===== src/rtl/my_design_multi_pkg.sv =====
// Shared definitions for the multi-channel fabric-exercise design:
// o_DataOp mode encodings and delay-line sizing helper.
package my_design_pkg;

    localparam logic [1:0] MODE_INV     = 2'b00;
    localparam logic [1:0] MODE_XOR_DLY = 2'b01;
    localparam logic [1:0] MODE_AND_FF  = 2'b10;
    localparam logic [1:0] MODE_INV_FF  = 2'b11;

    // Fill counter must be able to represent the value DEPTH itself.
    function automatic int fill_width(input int depth);
        return $clog2(depth + 1);
    endfunction

endpackage


===== src/rtl/my_design_multi_if.sv =====
// Data-path bundle of my_design_multi: stimulus inputs and the five
// observed resource outputs.
interface my_design_multi_if #(
    parameter int WIDTH       = 4,
    parameter int COUNT_WIDTH = 8
);
    logic [WIDTH-1:0]       i_Data;
    logic                   i_Enable;
    logic [1:0]             i_Mode;
    logic [WIDTH-1:0]       o_DataFF;
    logic [WIDTH-1:0]       o_DataPassthrough;
    logic [WIDTH-1:0]       o_DataOp;
    logic [WIDTH-1:0]       o_DataDelayed;
    logic                   o_Valid;
    logic                   o_Toggle;
    logic [COUNT_WIDTH-1:0] o_EdgeCount;

    modport master (
        output i_Data, i_Enable, i_Mode,
        input  o_DataFF, o_DataPassthrough, o_DataOp, o_DataDelayed,
               o_Valid, o_Toggle, o_EdgeCount
    );

    modport slave (
        input  i_Data, i_Enable, i_Mode,
        output o_DataFF, o_DataPassthrough, o_DataOp, o_DataDelayed,
               o_Valid, o_Toggle, o_EdgeCount
    );
endinterface


===== src/rtl/my_design_multi_delay_line.sv =====
// Enable-gated DEPTH-stage shift register with a saturating fill counter
// that flags when every stage carries post-reset data.
module delay_line
    import my_design_pkg::*;
#(
    parameter int WIDTH = 4,
    parameter int DEPTH = 3
) (
    input  logic             i_Clock,
    input  logic             i_Reset,
    input  logic             i_Enable,
    input  logic [WIDTH-1:0] i_Data,
    output logic [WIDTH-1:0] o_Data,
    output logic             o_Valid
);
    localparam int FILL_W = fill_width(DEPTH);
    localparam logic [FILL_W-1:0] FILL_MAX = FILL_W'(DEPTH);

    if (DEPTH < 1 || WIDTH < 1) begin : g_bad_params
        $error("delay_line: DEPTH and WIDTH must both be at least 1");
    end

    logic [DEPTH-1:0][WIDTH-1:0] stage_reg;
    logic [DEPTH-1:0][WIDTH-1:0] stage_next;
    logic [FILL_W-1:0]           fill_reg;
    logic [FILL_W-1:0]           fill_next;
    logic                        valid_reg;

    for (genvar gi = 0; gi < DEPTH; gi++) begin : g_stage
        if (gi == 0) begin : g_head
            assign stage_next[gi] = i_Data;
        end else begin : g_tail
            assign stage_next[gi] = stage_reg[gi-1];
        end
    end

    always_comb begin
        fill_next = fill_reg;
        if (i_Enable && fill_reg != FILL_MAX) begin
            fill_next = fill_reg + 1'b1;
        end
    end

    // Valid is registered alongside the counter so it rises with the first
    // post-reset sample leaving the last stage.
    always_ff @(posedge i_Clock) begin
        if (i_Reset) begin
            stage_reg <= '0;
            fill_reg  <= '0;
            valid_reg <= 1'b0;
        end else begin
            if (i_Enable) begin
                stage_reg <= stage_next;
            end
            fill_reg  <= fill_next;
            valid_reg <= (fill_next == FILL_MAX);
        end
    end

    assign o_Data  = stage_reg[DEPTH-1];
    assign o_Valid = valid_reg;

endmodule


===== src/rtl/my_design_multi.sv =====
// Top level: one-cycle flop, passthrough, mode-selected op, gated delay
// line, free-running toggle and rising-edge counter on a WIDTH-bit bus.
module my_design_multi
    import my_design_pkg::*;
#(
    parameter int WIDTH       = 4,
    parameter int DEPTH       = 3,
    parameter int COUNT_WIDTH = 8
) (
    input  logic             i_Clock,
    input  logic             i_Reset,
    my_design_multi_if.slave bus
);
    if (DEPTH < 1 || WIDTH < 1) begin : g_bad_params
        $error("my_design_multi: DEPTH and WIDTH must both be at least 1");
    end

    logic [WIDTH-1:0]       data_ff_reg;
    logic                   toggle_reg;
    logic [COUNT_WIDTH-1:0] count_reg;
    logic [WIDTH-1:0]       delayed;
    logic                   valid;
    logic [WIDTH-1:0]       data_op;
    logic                   rise;

    delay_line #(
        .WIDTH (WIDTH),
        .DEPTH (DEPTH)
    ) u_delay_line (
        .i_Clock  (i_Clock),
        .i_Reset  (i_Reset),
        .i_Enable (bus.i_Enable),
        .i_Data   (bus.i_Data),
        .o_Data   (delayed),
        .o_Valid  (valid)
    );

    // The flop doubles as the previous sample of bit 0 for edge detection.
    assign rise = bus.i_Data[0] & ~data_ff_reg[0];

    always_ff @(posedge i_Clock) begin
        if (i_Reset) begin
            data_ff_reg <= '0;
            toggle_reg  <= 1'b0;
            count_reg   <= '0;
        end else begin
            data_ff_reg <= bus.i_Data;
            toggle_reg  <= ~toggle_reg;
            if (rise) begin
                count_reg <= count_reg + 1'b1;
            end
        end
    end

    always_comb begin
        data_op = ~bus.i_Data;
        unique case (bus.i_Mode)
            MODE_INV:     data_op = ~bus.i_Data;
            MODE_XOR_DLY: data_op = bus.i_Data ^ delayed;
            MODE_AND_FF:  data_op = bus.i_Data & data_ff_reg;
            MODE_INV_FF:  data_op = ~data_ff_reg;
            default:      data_op = ~bus.i_Data;
        endcase
    end

    assign bus.o_DataFF          = data_ff_reg;
    assign bus.o_DataPassthrough = bus.i_Data;
    assign bus.o_DataOp          = data_op;
    assign bus.o_DataDelayed     = delayed;
    assign bus.o_Valid           = valid;
    assign bus.o_Toggle          = toggle_reg;
    assign bus.o_EdgeCount       = count_reg;

endmodule


===== src/flat_wrapper.sv =====
// flat-port wrapper written by rule: the top's interface ports become plain ports
module my_design_multi_flat import my_design_pkg::*;
#(
    parameter int WIDTH       = 4,
    parameter int DEPTH       = 3,
    parameter int COUNT_WIDTH = 8
)
  (i_Clock, i_Reset, bus_i_Data, bus_i_Enable, bus_i_Mode, bus_o_DataFF, bus_o_DataPassthrough, bus_o_DataOp, bus_o_DataDelayed, bus_o_Valid, bus_o_Toggle, bus_o_EdgeCount);
  my_design_multi_if #(.WIDTH(WIDTH), .COUNT_WIDTH(COUNT_WIDTH)) bus_i ();
  input  logic i_Clock;
  input  logic i_Reset;
  input wire logic [$bits(bus_i.i_Data)-1:0] bus_i_Data;
  input wire logic [$bits(bus_i.i_Enable)-1:0] bus_i_Enable;
  input wire logic [$bits(bus_i.i_Mode)-1:0] bus_i_Mode;
  output wire logic [$bits(bus_i.o_DataFF)-1:0] bus_o_DataFF;
  output wire logic [$bits(bus_i.o_DataPassthrough)-1:0] bus_o_DataPassthrough;
  output wire logic [$bits(bus_i.o_DataOp)-1:0] bus_o_DataOp;
  output wire logic [$bits(bus_i.o_DataDelayed)-1:0] bus_o_DataDelayed;
  output wire logic [$bits(bus_i.o_Valid)-1:0] bus_o_Valid;
  output wire logic [$bits(bus_i.o_Toggle)-1:0] bus_o_Toggle;
  output wire logic [$bits(bus_i.o_EdgeCount)-1:0] bus_o_EdgeCount;
  assign bus_i.i_Data = bus_i_Data;
  assign bus_i.i_Enable = bus_i_Enable;
  assign bus_i.i_Mode = bus_i_Mode;
  assign bus_o_DataFF = bus_i.o_DataFF;
  assign bus_o_DataPassthrough = bus_i.o_DataPassthrough;
  assign bus_o_DataOp = bus_i.o_DataOp;
  assign bus_o_DataDelayed = bus_i.o_DataDelayed;
  assign bus_o_Valid = bus_i.o_Valid;
  assign bus_o_Toggle = bus_i.o_Toggle;
  assign bus_o_EdgeCount = bus_i.o_EdgeCount;
  my_design_multi #(.WIDTH(WIDTH), .DEPTH(DEPTH), .COUNT_WIDTH(COUNT_WIDTH)) u_core (.i_Clock(i_Clock), .i_Reset(i_Reset), .bus(bus_i));
endmodule

===== config.mk =====
export PLATFORM = sky130hd
export DESIGN_NAME = my_design_multi_flat
export DESIGN_NICKNAME = d
export VERILOG_FILES = /design/src/rtl/my_design_multi_pkg.sv /design/src/rtl/my_design_multi_if.sv /design/src/rtl/my_design_multi_delay_line.sv /design/src/rtl/my_design_multi.sv /design/src/flat_wrapper.sv
export SDC_FILE = /design/constraint.sdc
export NUM_CORES = 1
export LEC_CHECK = 0
export CAP_MARGIN = 15
export CORE_ASPECT_RATIO = 1.2
export CORE_UTILIZATION = 53
export CTS_BUF_LIST = sky130_fd_sc_hd__clkbuf_8
export CTS_CLUSTER_DIAMETER = 40
export DETAILED_ROUTE_END_ITERATION = 7
export GPL_TIMING_DRIVEN = 0
export PLACE_DENSITY = 0.92
export SLEW_MARGIN = 10
export SYNTH_ARGS = -nofsm -noshare
export SYNTH_HDL_FRONTEND = slang
export SYNTH_HIERARCHICAL = 1
export SYNTH_SLANG_ARGS = --single-unit

===== constraint.sdc =====
create_clock -name i_Clock -period 3.58 [get_ports i_Clock]
set_input_delay 1.074 -clock i_Clock [delete_from_list [all_inputs] [get_ports i_Clock]]
set_output_delay 1.074 -clock i_Clock [all_outputs]
set_load 0.03 [all_outputs]

# After elaboration in Yosys (flattened, before gate mapping)
# Cells that the tools add are included.
[totals] input_bits=9 out_inout_bits=26 elab_cells=26 reg_bits=28
[op_classes] muxes=2 n_reduce_logical=2 n_bitwise=7 eq_ne=5 add_sub_neg=2
[op_table] cell="$pmux 4 s4" count=1
[op_table] cell="$add 8x1->8 const B" count=1
[op_table] cell="$not 4->4" count=2
[op_table] cell="$eq 2x2->1 const B" count=3
[op_table] cell="$and 4x4->4" count=1
[op_table] cell="$xor 4x4->4" count=1
[op_table] cell="$add 2x1->2 const B" count=1
[op_table] cell="$eq 2x1->1 const B" count=1
[op_table] cell="$logic_not 2->1" count=1
[op_table] cell="$mux 2" count=1
[op_table] cell="$ne 2x2->1 const B" count=1
[op_table] cell="$not 1->1" count=2
[op_table] cell="$and 1x1->1" count=1
[op_table] cell="$logic_and 1x1->1" count=1

# Logic depth before layout (Yosys ltp)
# Gate-level depths: netlist of run 1.
[logic_depth] depth_word=4 depth_mapped=4 mapped_depth_nobuf=4

# Hierarchy
# Netlist of run 1, hierarchy kept.
[modules_own_cells] mod="my_design_multi" cells_per_inst=86 n_inst=1 area_each_um2=691.9
[modules_own_cells] mod="delay_line" cells_per_inst=51 n_inst=1 area_each_um2=569.3

# Worst setup path before layout of run 1
# Ideal clock, no wire load.
[synth_path] kind="input-to-output" start="in bus_i_Mode[1]" end="out bus_o_DataOp[3]" path_slack_ns=0.219 t_required_ns=2.506 path_buffers=1 arrival_ns=2.287 path_stages=3 cell_sequence="clkbuf_1 o311a_1 o21ai_0"
[synth_between] elab_chain_cells=2 elab_cells_between_ends=5 cone_classes="eq/ne (3); mux (1); reduce/logical (1)"
[synth_rtl] item="start, declared" line_no="flat_wrapper.sv:14" source="input wire logic [$bits(bus_i.i_Mode)-1:0] bus_i_Mode;"
[synth_rtl] item="$eq 2x2->1, or another cell as far along" line_no="my_design_multi.sv:57" source="unique case (bus.i_Mode)"
[synth_rtl] item="$pmux 4 s4 (*)" line_no="my_design_multi.sv:57"
[synth_rtl] item="end, declared" line_no="flat_wrapper.sv:17" source="output wire logic [$bits(bus_i.o_DataOp)-1:0] bus_o_DataOp;"
# Every way passes the cells marked *; elsewhere a longest branch is shown, timed or not.

# Final worst setup path of run 1
[layout_path] start="in bus_i_Data[1]" end="out bus_o_DataPassthrough[1]"
[layout_lines] item="start, declared" line_no="flat_wrapper.sv:12" source="input wire logic [$bits(bus_i.i_Data)-1:0] bus_i_Data;"
[layout_lines] item="end, declared" line_no="flat_wrapper.sv:16" source="output wire logic [$bits(bus_i.o_DataPassthrough)-1:0] bus_o_DataPassthrough;"
# No word-level cell between the ends.

==> results of run 1 <==
==> worst max-delay path, stage by stage <==
cell and delay, ns:
clkdlybuf4s50_1 0.56, buf_4 0.14, clkdlybuf4s50_1 0.65
==> placed cells by master, fill, tap and decap left out, drive strengths merged <==
cell type	synthesis	final
dfxtp	28	28
clkdlybuf4s50	0	26
nor2	22	22
mux2i	14	14
buf	7	9
o21ai	7	7
nand2	6	6
nor2b	6	6
clkbuf	3	6
inv	5	5
a21oi	5	5
nand2b	5	5
or3	4	4
o311a	3	3
and3	3	3
nor3	3	3
dlygate4sd2	0	2
clkdlybuf4s15	0	2
xnor2	2	2
ha	2	2
o22ai	1	1
o32ai	1	1
a21o	1	1
nand4b	1	1
nand4	1	1
o31ai	1	1
or4	1	1
nand3b	1	1
nand3	1	1
xor2	1	1
nor4bb	1	1
a31oi	1	1
==> path summary, 6_finish.rpt <==
kind	from	end	slack, ns	cells past startpoint
min	u_core/bus.o_Toggle$_SDFF_PP0_	u_core/bus.o_Toggle$_SDFF_PP0_	0.42	1
max	bus_i_Data[1]	bus_o_DataPassthrough[1]	0.08	3
max reg2reg	u_core/bus.o_DataFF[0]$_SDFF_PP0_	u_core/bus.o_EdgeCount[7]$_SDFFE_PP0P_	2.23	3
min reg2reg	u_core/bus.o_Toggle$_SDFF_PP0_	u_core/bus.o_Toggle$_SDFF_PP0_	0.42	1
==> synthesized netlist by cell type, types with 2 or more instances <==
cell	count	area [um^2]
a21oi_1	5	25.0
and3_1	3	18.8
o311a_1	3	30.0
nor2b_1	6	37.5
buf_4	4	30.0
nor2_1	22	82.6
dfxtp_1	28	561
o21ai_0	7	35.0
xnor2_1	2	17.5
mux2i_1	14	140
ha_1	2	25.0
inv_1	5	18.8
or3_1	4	25.0
nor3_1	3	15.0
clkbuf_1	3	11.3
nand2_1	6	22.5
nand2b_1	4	25.0
==> metal layers <==
| metal | up-vias | track usage, % | part of all wire (%) |
|---|---|---|---|
| met5 | - | 0 | 0 |
| met4 | 0 | 10.9 | 1.8 |
| met3 | 4 | 5.88 | 5.8 |
| met2 | 32 | 36.9 | 52 |
| met1 | 495 | 26.4 | 40 |
| li1 | 540 | - | - |
==> cells by family (layout without fill, tap and decap cells) <==
logic type	Yosys count	in the layout
xor gates and xnor gates	3	3
muxes	14	14
and+or+nand+nor	55	55
buffers and inverters	15	50
adders and majority gates	2	2
DFF	28	28
AOI/OAI and AO/OA	20	20
==> cell type report <==
type | count | area, um^2
plain buffers | 10 | 81.3
clock buffers | 3 | 41.3
fillers | 158 | 601
inverters | 5 | 18.8
multi-input cells | 94 | 604
flip-flops and latches | 28 | 561
well taps | 31 | 38.8
repair buffers | 32 | 313
==> metrics by stage <==
step,hold slack [ns],instance area [um^2]
6_report,0.420,1660
5_1_grt,0.435,1660
4_1_cts,0.432,1660
3_5_place_dp,0.419,1620
3_3_place_gp,0.401,1620
2_1_floorplan,0.460,1260
==> power breakdown <==
group	leakage (uW)	total, uW	switching, uW	internal [uW]
clock network	0.0000216	163	87.2	75.4
registers	0.000229	336	11.2	325
logic	0.000451	124	67.6	56.5
total	0.000702	623	166	457
==> repair_timing <==
item	in CTS	in global routing
setup endpoints to repair	5	1
pin swaps	0	0
gates resized for setup	23	1
==> out/qor.csv, run 1 <==
stage,metric,value,unit
status,status,completed,
sta,setup_violations,0,
detailed_routing,dr.first_iter.drc_count,23,
grt,track_usage,22.7,%
critical_path,cp_data_required_time,2.51,ns
pwr,cellPowerDensity,376,nW/um^2
synth,syn_area_per_cell,9.21,um^2
floorplan,die_y,55.4,um
cts,cts_tree,done,
cts,post_cts_buffers,0,
critical_path,crit_path_end_kind,output port,
synth,synth_seq_cells,28,
sta,fmax,286,MHz
cts,clock_path_buffers,2,
detailed_routing,wirelength,2.58,mm
detailed_routing,drc_errors,0,
cts,htree_levels,1,
layout,fin_util,73.4,%
floorplan,dieArea,2580,um^2
sta,skew,0.00347,ns
placed_design,place.gp.congestion,0.735,
synth,synth_edf_count,0,
synth,synth-simple-area-share,22.7,%
run,max_cap_viol_count,0,
sta,min_period_over_period,97.8,%
detailed_routing,vias,1071,
synth,async_flop_share,0,%
grt,overflow,0,
pwr,finalPower,623,uW
placed_design,dp_slack,-0.669,ns
critical_path,crit_fanout,6,
grt,grt_pass1_vias,1013,
cts,insertion_delay,0.27,ns
cts,cts-hold-fix-buffers,0,
synth,muxShareOfSynthArea,11.1,%
synth,synth_top_family_by_area,simple AND/OR/NAND/NOR gates,
cts,cts.sinks,28,
sta,finalWorstSetupSlack,0.0802,ns
pwr,leakage,0.000702,uW
placed_design,numPortBuffers,32,
critical_path,worstSetupPathType,in2out,
sta,final.setup.tns,0,ns
critical_path,cp.arrival,2.43,ns
sta,maxSlewViolCount,0,
detailed_routing,via_per_inst,5.28,
synth,syn_inst,137,
sta,slew_headroom,72.4,%
synth,syn_nets,148,
synth,yosysWarnings,6,
synth,synth.distinct_cells,33,
cts,path_clk_slew,0.08,ns
layout,final_cells,203,
synth,synth-compound-area-share,10.0,%
synth,ys_seq_area_share,44.4,%
sta,hold_violations,0,
cts,clockRootBuffer,clkbuf_8,
sta,rsz0062_at_grt,false,
critical_path,cp-start-kind,input pin,
detailed_routing,post_drt_wl_per_cell,12.7,um
floorplan,rows,19,
sta,period_needed,3.50,ns
layout,drive_gt1_share,9.88,%
placed_design,dp_hpwl,1.92,mm
grt,antenna_found_initial,0,
grt,grt_max_degree,15,
layout,antennaDiodeCount,0,
synth,synthXorXnorAreaFrac,2.08,%
floorplan,die_width,46.5,um
detailed_routing,first_pass_iters,4,
grt,grt_pass1_wl,4.28,mm
floorplan,num_io_pins,35,
layout,area_growth,31.4,%
synth,yosys.area_share.adder,1.98,%
detailed_routing,detail-route-antenna-nets,0,
min_path,hold_path_class,reg2reg,
layout,nNetsFinal,185,
floorplan,initial_utilization,55.8,%
pwr,vdd_drop_max,0.000351,V
synth,ys.flop_type,dfxtp_1,
placed_design,placed_cells,200,
synth,synthesis.area,1260,um^2
floorplan,core_area,2260,um^2
cts,numCtsBuffers,3,
sta,tightestPinTransition,0.413,ns
Note: power is estimated with default switching activity, not from simulation.
==> run 2: changes to the inputs <==
--- a/config.mk
+++ b/config.mk
@@ -5,7 +5,7 @@
 export SDC_FILE = /design/constraint.sdc
 export NUM_CORES = 1
 export LEC_CHECK = 0
-export CAP_MARGIN = 15
+export ABC_CLOCK_PERIOD_IN_PS = 3580
 export CORE_ASPECT_RATIO = 1.2
 export CORE_UTILIZATION = 53
 export CTS_BUF_LIST = sky130_fd_sc_hd__clkbuf_8
==> results of run 2 <==
Same layout as run 1: the final DEF is identical, and so are final timing and power.
==> run 3: changes to the inputs <==
--- a/config.mk
+++ b/config.mk
@@ -7,12 +7,14 @@
 export LEC_CHECK = 0
 export ABC_CLOCK_PERIOD_IN_PS = 3580
 export CORE_ASPECT_RATIO = 1.2
+export CORE_MARGIN = 3
 export CORE_UTILIZATION = 53
 export CTS_BUF_LIST = sky130_fd_sc_hd__clkbuf_8
 export CTS_CLUSTER_DIAMETER = 40
 export DETAILED_ROUTE_END_ITERATION = 7
 export GPL_TIMING_DRIVEN = 0
 export PLACE_DENSITY = 0.92
+export SKIP_CTS_REPAIR_TIMING = 1
 export SLEW_MARGIN = 10
 export SYNTH_ARGS = -nofsm -noshare
 export SYNTH_HDL_FRONTEND = slang
==> run 3 against run 2 <==
  * Power grew 4.3%
  * Sequential cell count is the same
  * Register-to-register slack is essentially flat
  * Final area grew 0.45%
  * Sequential power is essentially flat
  * Critical path type unchanged
  * Largest power group unchanged
==> out/qor.csv, run 3 (same netlist as run 1, synthesis figures left out) <==
stage,metric,value,unit
status,status,completed,
layout,nNetsFinal,185,
grt,grt_pass1_vias,1070,
pwr,vdd_drop_max,0.000293,V
critical_path,cpMostUsedCell,clkdlybuf4s50_1,
critical_path,cp_num_buf_inv,3,
detailed_routing,dr.first_iter.drc_count,25,
floorplan,dieArea,3000,um^2
floorplan,die_width,50.5,um
placed_design,dp_hpwl,2.07,mm
critical_path,crit_fanout,6,
sta,fmax,285,MHz
pwr,cellPowerDensity,390,nW/um^2
sta,setup_violations,0,
critical_path,critPathTopFamily,buffers and inverters,
floorplan,die_y,59.4,um
sta,tightestPinTransition,0.413,ns
sta,maxSlewViolCount,0,
min_path,min_from,u_core/bus.o_Toggle$_SDFF_PP0_,
cts,path_clk_slew,0.09,ns
run,max_cap_viol_count,0,
sta,skew,0.00154,ns
cts,htree_levels,1,
critical_path,cp-start-kind,input pin,
sta,slew_headroom,72.4,%
layout,drive_gt1_share,10.4,%
sta,period_needed,3.51,ns
grt,overflow,0,
detailed_routing,drc_errors,0,
layout,area_growth,32.0,%
critical_path,crit_slowest_cell,clkdlybuf4s50_1,
cts,numCtsBuffers,3,
sta,min_period_over_period,98.1,%
critical_path,cp.arrival,2.44,ns
detailed_routing,post_drt_wl_per_cell,13.9,um
sta,hold_violations,0,
min_path,hold_path_class,reg2reg,
detailed_routing,detail-route-antenna-nets,0,
cts,clock_path_buffers,2,
cts,cts.sinks,28,
floorplan,core_area,2160,um^2
floorplan,initial_utilization,58.3,%
placed_design,placed_cells,199,
sta,rsz0062_at_grt,false,
layout,antennaDiodeCount,0,
critical_path,startpoint,bus_i_Data[1],
critical_path,reg2reg_slack,2.24,ns
layout,final_cell_mix,"dfxtp_1, clkdlybuf4s50_1, nor2_1",
pwr,leakage,0.000733,uW
grt,grt_pass1_wl,4.73,mm
layout,final_cells,203,
detailed_routing,via_per_inst,5.32,
floorplan,rows,18,
floorplan,num_io_pins,35,
detailed_routing,vias,1079,
placed_design,place.gp.congestion,0.726,
detailed_routing,first_pass_iters,4,
detailed_routing,wirelength,2.83,mm
placed_design,numPortBuffers,32,
critical_path,r2r_start,u_core/bus.o_DataFF[0]$_SDFF_PP0_,
placed_design,dp_slack,-0.634,ns
layout,fin_util,77.0,%
critical_path,cp_data_required_time,2.51,ns
critical_path,crit_chain,"clkdlybuf4s50_1, buf_4, clkdlybuf4s50_1",
cts,insertion_delay,0.27,ns
critical_path,worstSetupPathType,in2out,
grt,grt_max_degree,16,
grt,track_usage,20.3,%
critical_path,crit_path_end_kind,output port,
critical_path,critPathMaxStageDelay,0.65,ns
cts,cts_tree,done,
cts,clockRootBuffer,clkbuf_8,
sta,finalWorstSetupSlack,0.0667,ns
grt,antenna_found_initial,0,
layout,layout_commonest_cell,dfxtp_1,
run 3: area by class of cell:
type	instances	area [um^2]
Fill cell	158	497
Inverter	5	18.8
Buffer	10	78.8
Multi-Input combinational cell	94	604
Clock buffer	4	55.1
Tap cell	30	37.5
Sequential cell	28	561
Timing Repair Buffer	32	310
run 3: metrics by stage:
stage | TNS [ns] | hold slack (ns) | total power (uW) | area [um^2]
3_3_place_gp | -2.31 | 0.402 | 464 | 1620
4_1_cts | -2.55 | 0.419 | 659 | 1670
2_1_floorplan | 0 | 0.460 | 421 | 1260
5_1_grt | 0 | 0.434 | 675 | 1670
3_5_place_dp | -2.39 | 0.406 | 470 | 1620
6_report | 0 | 0.417 | 650 | 1670
run 3: worst paths after layout:
| kind | depth (start not counted) | to |
|---|---|---|
| worst max register to register | 3 | u_core/bus.o_EdgeCount[7]$_SDFFE_PP0P_ |
| worst min register to register | 1 | u_core/bus.o_Toggle$_SDFF_PP0_ |
| worst min-delay path | 1 | u_core/bus.o_Toggle$_SDFF_PP0_ |
| worst max-delay path | 3 | bus_o_DataPassthrough[1] |
run 3: metal layers:
metal	global-route usage [%]	wire length [um]
met1	22.4	1170
met2	38.8	1470
met3	4.28	175
met4	5.77	13
met5	0	0
run 3: power breakdown:
group	total, uW	internal (uW)	switching, uW
combinational	124	55.2	68.5
sequential	337	325	11.5
clock	189	98.3	91.1
